`config.mk`:
```
export PLATFORM = sky130hd
export DESIGN_NAME = instr_prefetch_buffer
export DESIGN_NICKNAME = d
export VERILOG_FILES = /design/src/rtl/proc_defs_pkg.sv /design/src/rtl/prefetch_fifo.sv /design/src/rtl/instr_prefetch_buffer.sv
export SDC_FILE = /design/constraint.sdc
export NUM_CORES = 1
export LEC_CHECK = 0
export ABC_CLOCK_PERIOD_IN_PS = 2700
export CORE_ASPECT_RATIO = 0.9
export CORE_MARGIN = 1
export CORE_UTILIZATION = 30
export DETAILED_ROUTE_END_ITERATION = 10
export SLEW_MARGIN = 20
export SYNTH_ARGS = -nofsm -noshare
export SYNTH_HDL_FRONTEND = slang
export SYNTH_SLANG_ARGS = --single-unit
```
`constraint.sdc`:
```
create_clock -name clk -period 2.7 [get_ports clk]
set_input_delay 0.405 -clock clk [delete_from_list [all_inputs] [get_ports clk]]
set_output_delay 0.405 -clock clk [all_outputs]
set_load 0.02 [all_outputs]
```
`src/rtl/proc_defs_pkg.sv`:
```
// Shared processor-front-end definitions: prefetch FSM encodings, NOP word,
// PC step and the FIFO entry layout.
package proc_defs_pkg;

   localparam logic [1:0] ST_IDLE = 2'd0;
   localparam logic [1:0] ST_RUN  = 2'd1;
   localparam logic [1:0] ST_HALT = 2'd2;

   localparam logic [31:0] NOP_INSTR = 32'h0000_0013;
   localparam logic [31:0] PC_INC    = 32'd4;

   typedef struct packed {
      logic [31:0] pc;
      logic [31:0] instr;
   } fetch_entry_t;

endpackage

```
`src/rtl/prefetch_fifo.sv`:
```
// Synchronous FIFO of {pc, instr} entries with flush; head is read
// combinationally from the storage array.
module prefetch_fifo
   import proc_defs_pkg::*;
#(
   parameter int unsigned DEPTH = 4
) (
   input  logic                     clk,
   input  logic                     rst,
   input  logic                     push_i,
   input  fetch_entry_t             din_i,
   input  logic                     pop_i,
   input  logic                     flush_i,
   output fetch_entry_t             head_o,
   output logic [$clog2(DEPTH):0]   count_o
);

   localparam int unsigned AW = $clog2(DEPTH);
   localparam int unsigned CW = AW + 1;

   fetch_entry_t  mem_q [DEPTH];
   logic [AW-1:0] wr_ptr_q;
   logic [AW-1:0] rd_ptr_q;
   logic [CW-1:0] count_q;
   logic          do_push;
   logic          do_pop;

   assign do_pop  = pop_i && (count_q != '0);
   assign do_push = push_i && ((count_q != CW'(DEPTH)) || do_pop);

   always_ff @(posedge clk) begin
      if (!rst || flush_i) begin
         wr_ptr_q <= '0;
         rd_ptr_q <= '0;
         count_q  <= '0;
      end else begin
         if (do_push) wr_ptr_q <= wr_ptr_q + AW'(1);
         if (do_pop)  rd_ptr_q <= rd_ptr_q + AW'(1);
         count_q <= count_q + CW'(do_push) - CW'(do_pop);
      end
   end

   // Storage carries no reset; occupancy alone qualifies the head.
   always_ff @(posedge clk) begin
      if (do_push && !flush_i) mem_q[wr_ptr_q] <= din_i;
   end

   assign head_o  = mem_q[rd_ptr_q];
   assign count_o = count_q;

endmodule

```
`src/rtl/instr_prefetch_buffer.sv`:
```
// Instruction prefetch buffer in front of a synchronous ROM with redirect flush.
// Optional PREFETCH_MISALIGN_TRAP_EN traps misaligned redirects into HALT.
module instr_prefetch_buffer
   import proc_defs_pkg::*;
#(
   parameter int unsigned DEPTH    = 4,
   parameter int unsigned ADDR_W   = 9,
   parameter logic [31:0] RESET_PC = 32'h0000_0000
) (
   input  logic                     clk,
   input  logic                     rst,
   output logic [ADDR_W-1:0]        rom_addr,
   input  logic [31:0]              rom_dout,
   input  logic                     redirect,
   input  logic [31:0]              redirect_pc,
   output logic                     instr_valid,
   output logic [31:0]              instr,
   output logic [31:0]              instr_pc,
   input  logic                     instr_ready,
   output logic [$clog2(DEPTH):0]   count,
   output logic                     misalign_err
);

   localparam int unsigned CW = $clog2(DEPTH) + 1;

   logic [1:0]    state_q, state_d;
   logic [31:0]   fetch_pc_q, fetch_pc_d;
   logic [31:0]   inflight_pc_q;
   logic          inflight_q;
   fetch_entry_t  last_q;
   fetch_entry_t  head;
   fetch_entry_t  push_entry;
   logic [CW-1:0] fifo_count;
   logic          issue_c;
   logic          push_c;
   logic          pop_c;
   logic          room_c;
   logic [31:0]   target_c;

`ifdef PREFETCH_MISALIGN_TRAP_EN
   logic err_q, err_d;
   logic mis_c;

   assign target_c     = redirect_pc;
   assign mis_c        = |redirect_pc[1:0];
   assign misalign_err = err_q;
`else
   assign target_c     = redirect_pc & ~32'h3;
   assign misalign_err = 1'b0;
`endif

   // An issued fetch returns next cycle, so it must be reserved a slot now.
   assign room_c = (fifo_count + CW'(inflight_q)) < CW'(DEPTH);
   assign push_c = inflight_q && !redirect;
   assign pop_c  = instr_valid && instr_ready;

   always_comb begin
      state_d    = state_q;
      fetch_pc_d = fetch_pc_q;
      issue_c    = 1'b0;
`ifdef PREFETCH_MISALIGN_TRAP_EN
      err_d      = err_q;
`endif
      case (state_q)
         ST_IDLE: state_d = ST_RUN;
         ST_RUN:  issue_c = !redirect && room_c;
         default: ;
      endcase
      if (redirect) begin
         fetch_pc_d = target_c;
`ifdef PREFETCH_MISALIGN_TRAP_EN
         if (mis_c) begin
            state_d = ST_HALT;
            err_d   = 1'b1;
         end else begin
            state_d = ST_RUN;
            err_d   = 1'b0;
         end
`else
         state_d = ST_RUN;
`endif
      end else if (issue_c) begin
         fetch_pc_d = fetch_pc_q + PC_INC;
      end
   end

   always_ff @(posedge clk) begin
      if (!rst) begin
         state_q       <= ST_IDLE;
         fetch_pc_q    <= RESET_PC;
         inflight_q    <= 1'b0;
         inflight_pc_q <= '0;
         last_q        <= '0;
      end else begin
         state_q       <= state_d;
         fetch_pc_q    <= fetch_pc_d;
         inflight_q    <= issue_c;
         inflight_pc_q <= fetch_pc_q;
         if (instr_valid) last_q <= head;
      end
   end

`ifdef PREFETCH_MISALIGN_TRAP_EN
   always_ff @(posedge clk) begin
      if (!rst) err_q <= 1'b0;
      else      err_q <= err_d;
   end
`endif

   assign push_entry.pc    = inflight_pc_q;
   assign push_entry.instr = rom_dout;

   prefetch_fifo #(.DEPTH(DEPTH)) u_fifo (
      .clk     (clk),
      .rst     (rst),
      .push_i  (push_c),
      .din_i   (push_entry),
      .pop_i   (pop_c),
      .flush_i (redirect),
      .head_o  (head),
      .count_o (fifo_count)
   );

   // Outputs hold the last presented entry while the buffer is empty.
   assign rom_addr    = fetch_pc_q[ADDR_W-1:0];
   assign instr_valid = (fifo_count != '0);
   assign instr       = instr_valid ? head.instr : last_q.instr;
   assign instr_pc    = instr_valid ? head.pc    : last_q.pc;
   assign count       = fifo_count;

endmodule
```
==> results of run 1 <==
-- path summary, 6_finish.rpt --
path,start,end,cells past startpoint
worst max-delay path,flop,instr_pc[24],6
worst min-delay path,rst,fetch_pc_q[20],2
worst max register to register,u_fifo.count_o[0],u_fifo.count_o[2],10
worst min register to register,inflight_pc_q[10],u_fifo.mem_q[0][42],0
-- registers in the layout, summed over array words and instances, names as in the netlist, named ones only --
signal and count:
fetch_pc_q 30, inflight_pc_q 30, inflight_q 1, last_q 62, state_q 1, u_fifo.count_o 3
u_fifo.mem_q 248, u_fifo.rd_ptr_q 2, u_fifo.wr_ptr_q 2
-- timing repair --
| action | CTS | global route |
|---|---|---|
| gates cloned | 4 | 2 |
| resized for setup | 291 | 29 |
| buffers inserted | 14 | 0 |
| setup endpoints to repair | 62 | 29 |
| hold buffers | 0 | 0 |
-- cell usage in the layout (no fill, tap or decap), drive strengths merged, types with 16 or more instances in the layout --
| cell | count |
|---|---|
| edfxtp | 248 |
| dfxtp | 133 |
| buf | 114 |
| and2 | 99 |
| clkdlybuf4s50 | 75 |
| mux4 | 62 |
| mux2 | 62 |
| clkbuf | 57 |
| nand2 | 26 |
| nor2 | 22 |
| xor2 | 22 |
| o21ai | 17 |
| nand4 | 16 |
| nand3 | 16 |
-- logic make-up (layout without fill, tap and decap cells) --
kind of cell	after synthesis	after routing
other cells	1	5
mux	131	131
buf+inv	65	278
simple gates	199	199
xor+xnor	26	26
flops	381	381
compound gates	59	59
fa+ha+maj	7	7
-- Yosys cell counts, drive strengths merged, types with 2 or more instances --
cell type and count:
nor3 3, and3 6, or4 2, inv 10, mux2i 7, mux2 62
or3 2, o211a 2, nand3 16, o21ai 17, mux4 62, dfxtp 133
nor2 22, a2bb2oi 4, o311ai 2, xor2 22, nand4 16, a31oi 4
xnor2 4, and2 99, o21a 2, ha 6, clkbuf 27, a21oi 13
o22ai 6, nor4 3, edfxtp 248, nand2 26, buf 28, nand2b 2
-- final cells by class --
class	count	area share
multi-input combinational	427	0.225
clock buffer	55	0.0660
tap	624	0.0425
sequential	381	0.550
inverter	10	0.00204
timing repair buffer	191	0.103
clock inverter	22	0.0106
-- power groups by stage --
stage | clock [mW] | sequential (mW) | combinational (mW)
3_3_place_gp | 0 | 6.49 | 0.701
6_report | 5.73 | 6.37 | 0.689
4_1_cts | 5.93 | 6.37 | 0.694
2_1_floorplan | 0 | 6.47 | 0.372
5_1_grt | 6.15 | 6.38 | 0.748
3_5_place_dp | 0 | 6.49 | 0.709
-- per-layer routing --
layer / vias up / GRT usage / wire (um)
met1: 4009 / 0.190 / 15300
met3: 47 / 0.0267 / 1540
met2: 143 / 0.217 / 15600
met5: - / 0 / 0
li1: 3654 / - / -
met4: 0 / 0.0466 / 714
==> qor.csv, run 1 <==
stage,metric,value,unit
clock_tree,clock-sinks,381,
placement,place.gp.congestion,0.738,
flow_run,max-cap-violations,0,
final_layout,antennaDiodeCount,0,
power_and_ir_drop,p_sw,2.71,mW
drt,antenna_left,0,
final_layout,fin_cells,1710,
placement,dp_cells,1613,
synth,syn_avg_cell_area,16.7,um2
synth,netlist.top_cell.by_area,edfxtp_1,
power_and_ir_drop,intPower,10.1,mW
global_routing,gr-total-overflow,0,
synth,synth_edf_count,248,
synth,syn-cell-area,14500,um2
critical_path,worstSetupPathType,flop to output pin,
clock_tree,htree_levels,2,
critical_path,cp_max_fo,8,
sta,final_max_slew_viol_count,0,
drt,initialDrtViolationCount,447,
power_and_ir_drop,peakVddDrop,0.339,mV
die,start_util,0.303,
sta,finClkSkew,11.9,ps
die,dieArea,49300,um2
die,die_h,211,um
power_and_ir_drop,p_leak,6.47,nW
sta,finalCriticalPeriod,2670,ps
power_and_ir_drop,seq_power_share,0.498,
synth,yosys-top-cells-area,"edfxtp_1 51%, dfxtp_1 18%, mux4_2 9.6%",
clock_tree,cts_tree,yes,
global_routing,grt_pass1_wl,50300,um
placement,dpl.hpwl,20000,um
sta,slew_headroom,0.459,
sta,setup_violations,0,
final_layout,fill_cells,4408,
sta,fin_crit_sh,0.987,
die,rows,76,
die,ios,146,
final_layout,multi_input_area,4140,um2
critical_path,crit_buf_inv,4,
synth,syn_inst,869,
placement,post-place-ws,215,ps
global_routing,grt_pass1_vias,8166,
final_layout,drive_above_1_share,0.297,
synth,async_reset_ff_frac,0,
sta,tightest_slew,805,ps
power_and_ir_drop,combPwrFrac,0.054,
drt,routedWlPerCell,19.4,um
critical_path,crit_chain,buf_6 > buf_12 > buf_6 > mux4_2 > mux2_4 > buf_6,
critical_path,cp-end-kind,output pin,
critical_path,startpoint_type,flop,
final_layout,design_area,18400,um2
synth,synth_xor_area_frac,0.0162,
critical_path,cp_slowest_cell,mux4_2,
critical_path,crit_family,multiplexers,
synth,synth_seq_cells,381,
final_layout,final_util,0.384,
placement,numPortBuffers,138,
synth,synthMuxAreaShare,0.149,
final_layout,area.growth.synth_to_final,26.7,%
min_path,hp-class,input port to flop,
critical_path,cp.required,2300,ps
synth,seq_area_frac_synth,0.697,
sta,fmax,375,MHz
final_layout,regArea,10100,um2
clock_tree,clk_pin_slew,60,ps
clock_tree,numCtsBuffers,42,
global_routing,antenna_found_initial,0,
global_routing,grt_max_degree,49,
drt,wl,33200,um
clock_tree,clockBufferDepth,3,
global_routing,grtUsageTotal,0.138,
synth,synthSimpleGateAreaFrac,0.0809,
outcome,status,"complete, but fails checks",
power_and_ir_drop,p_clk_frac,0.448,
synth,synth_flop_cell,edfxtp_1,
clock_tree,cts_root_buf,clkbuf_16,
critical_path,max_stage_delay,540,ps
synth,synth_cell_types,53,
synth,yosys_warnings,0,
sta,setup_slack,33.8,ps
outcome,violations,DRC,
drt,drc_errors,6,
power_and_ir_drop,pwr_density_cell,696,nW/um2
sta,grt_setup_unrepaired,true,
power_and_ir_drop,sw_frac_of_total,0.212,
critical_path,crit_arrival,2260,ps
clock_tree,clk_latency,550,ps
synth,synth_compound_area_frac,0.0260,
die,fp.coreArea,47800,um2
sta,hold_ws,340,ps
power_and_ir_drop,power.total,12.8,mW
critical_path,r2r_slack,580,ps
synth,synth_top_family_by_area,multiplexers,
critical_path,path_common_cell,buf_6,
drt,via_count,7853,
sta,hold_viol,0,
synth,synth.top_cell.area_share,0.513,
final_layout,nNetsFinal,1128,
drt,drt_pre_antenna_iters,9,
placement,placed_cell_area,16800,um2
die,die-width,234,um
drt,post_drt_via_cell_ratio,4.59,
synth,synthAdderAreaFrac,0.00655,
sta,setup_tns,0,ps
(Power assumes the default switching activity.)
==> run 2: changes to the inputs <==
--- a/config.mk
+++ b/config.mk
@@ -10,7 +10,7 @@
 export CORE_MARGIN = 1
 export CORE_UTILIZATION = 30
 export DETAILED_ROUTE_END_ITERATION = 10
-export SLEW_MARGIN = 20
+export SLEW_MARGIN = 40
 export SYNTH_ARGS = -nofsm -noshare
 export SYNTH_HDL_FRONTEND = slang
 export SYNTH_SLANG_ARGS = --single-unit
==> results of run 2 <==
No change in the layout: final DEF, timing and power equal those of run 1.
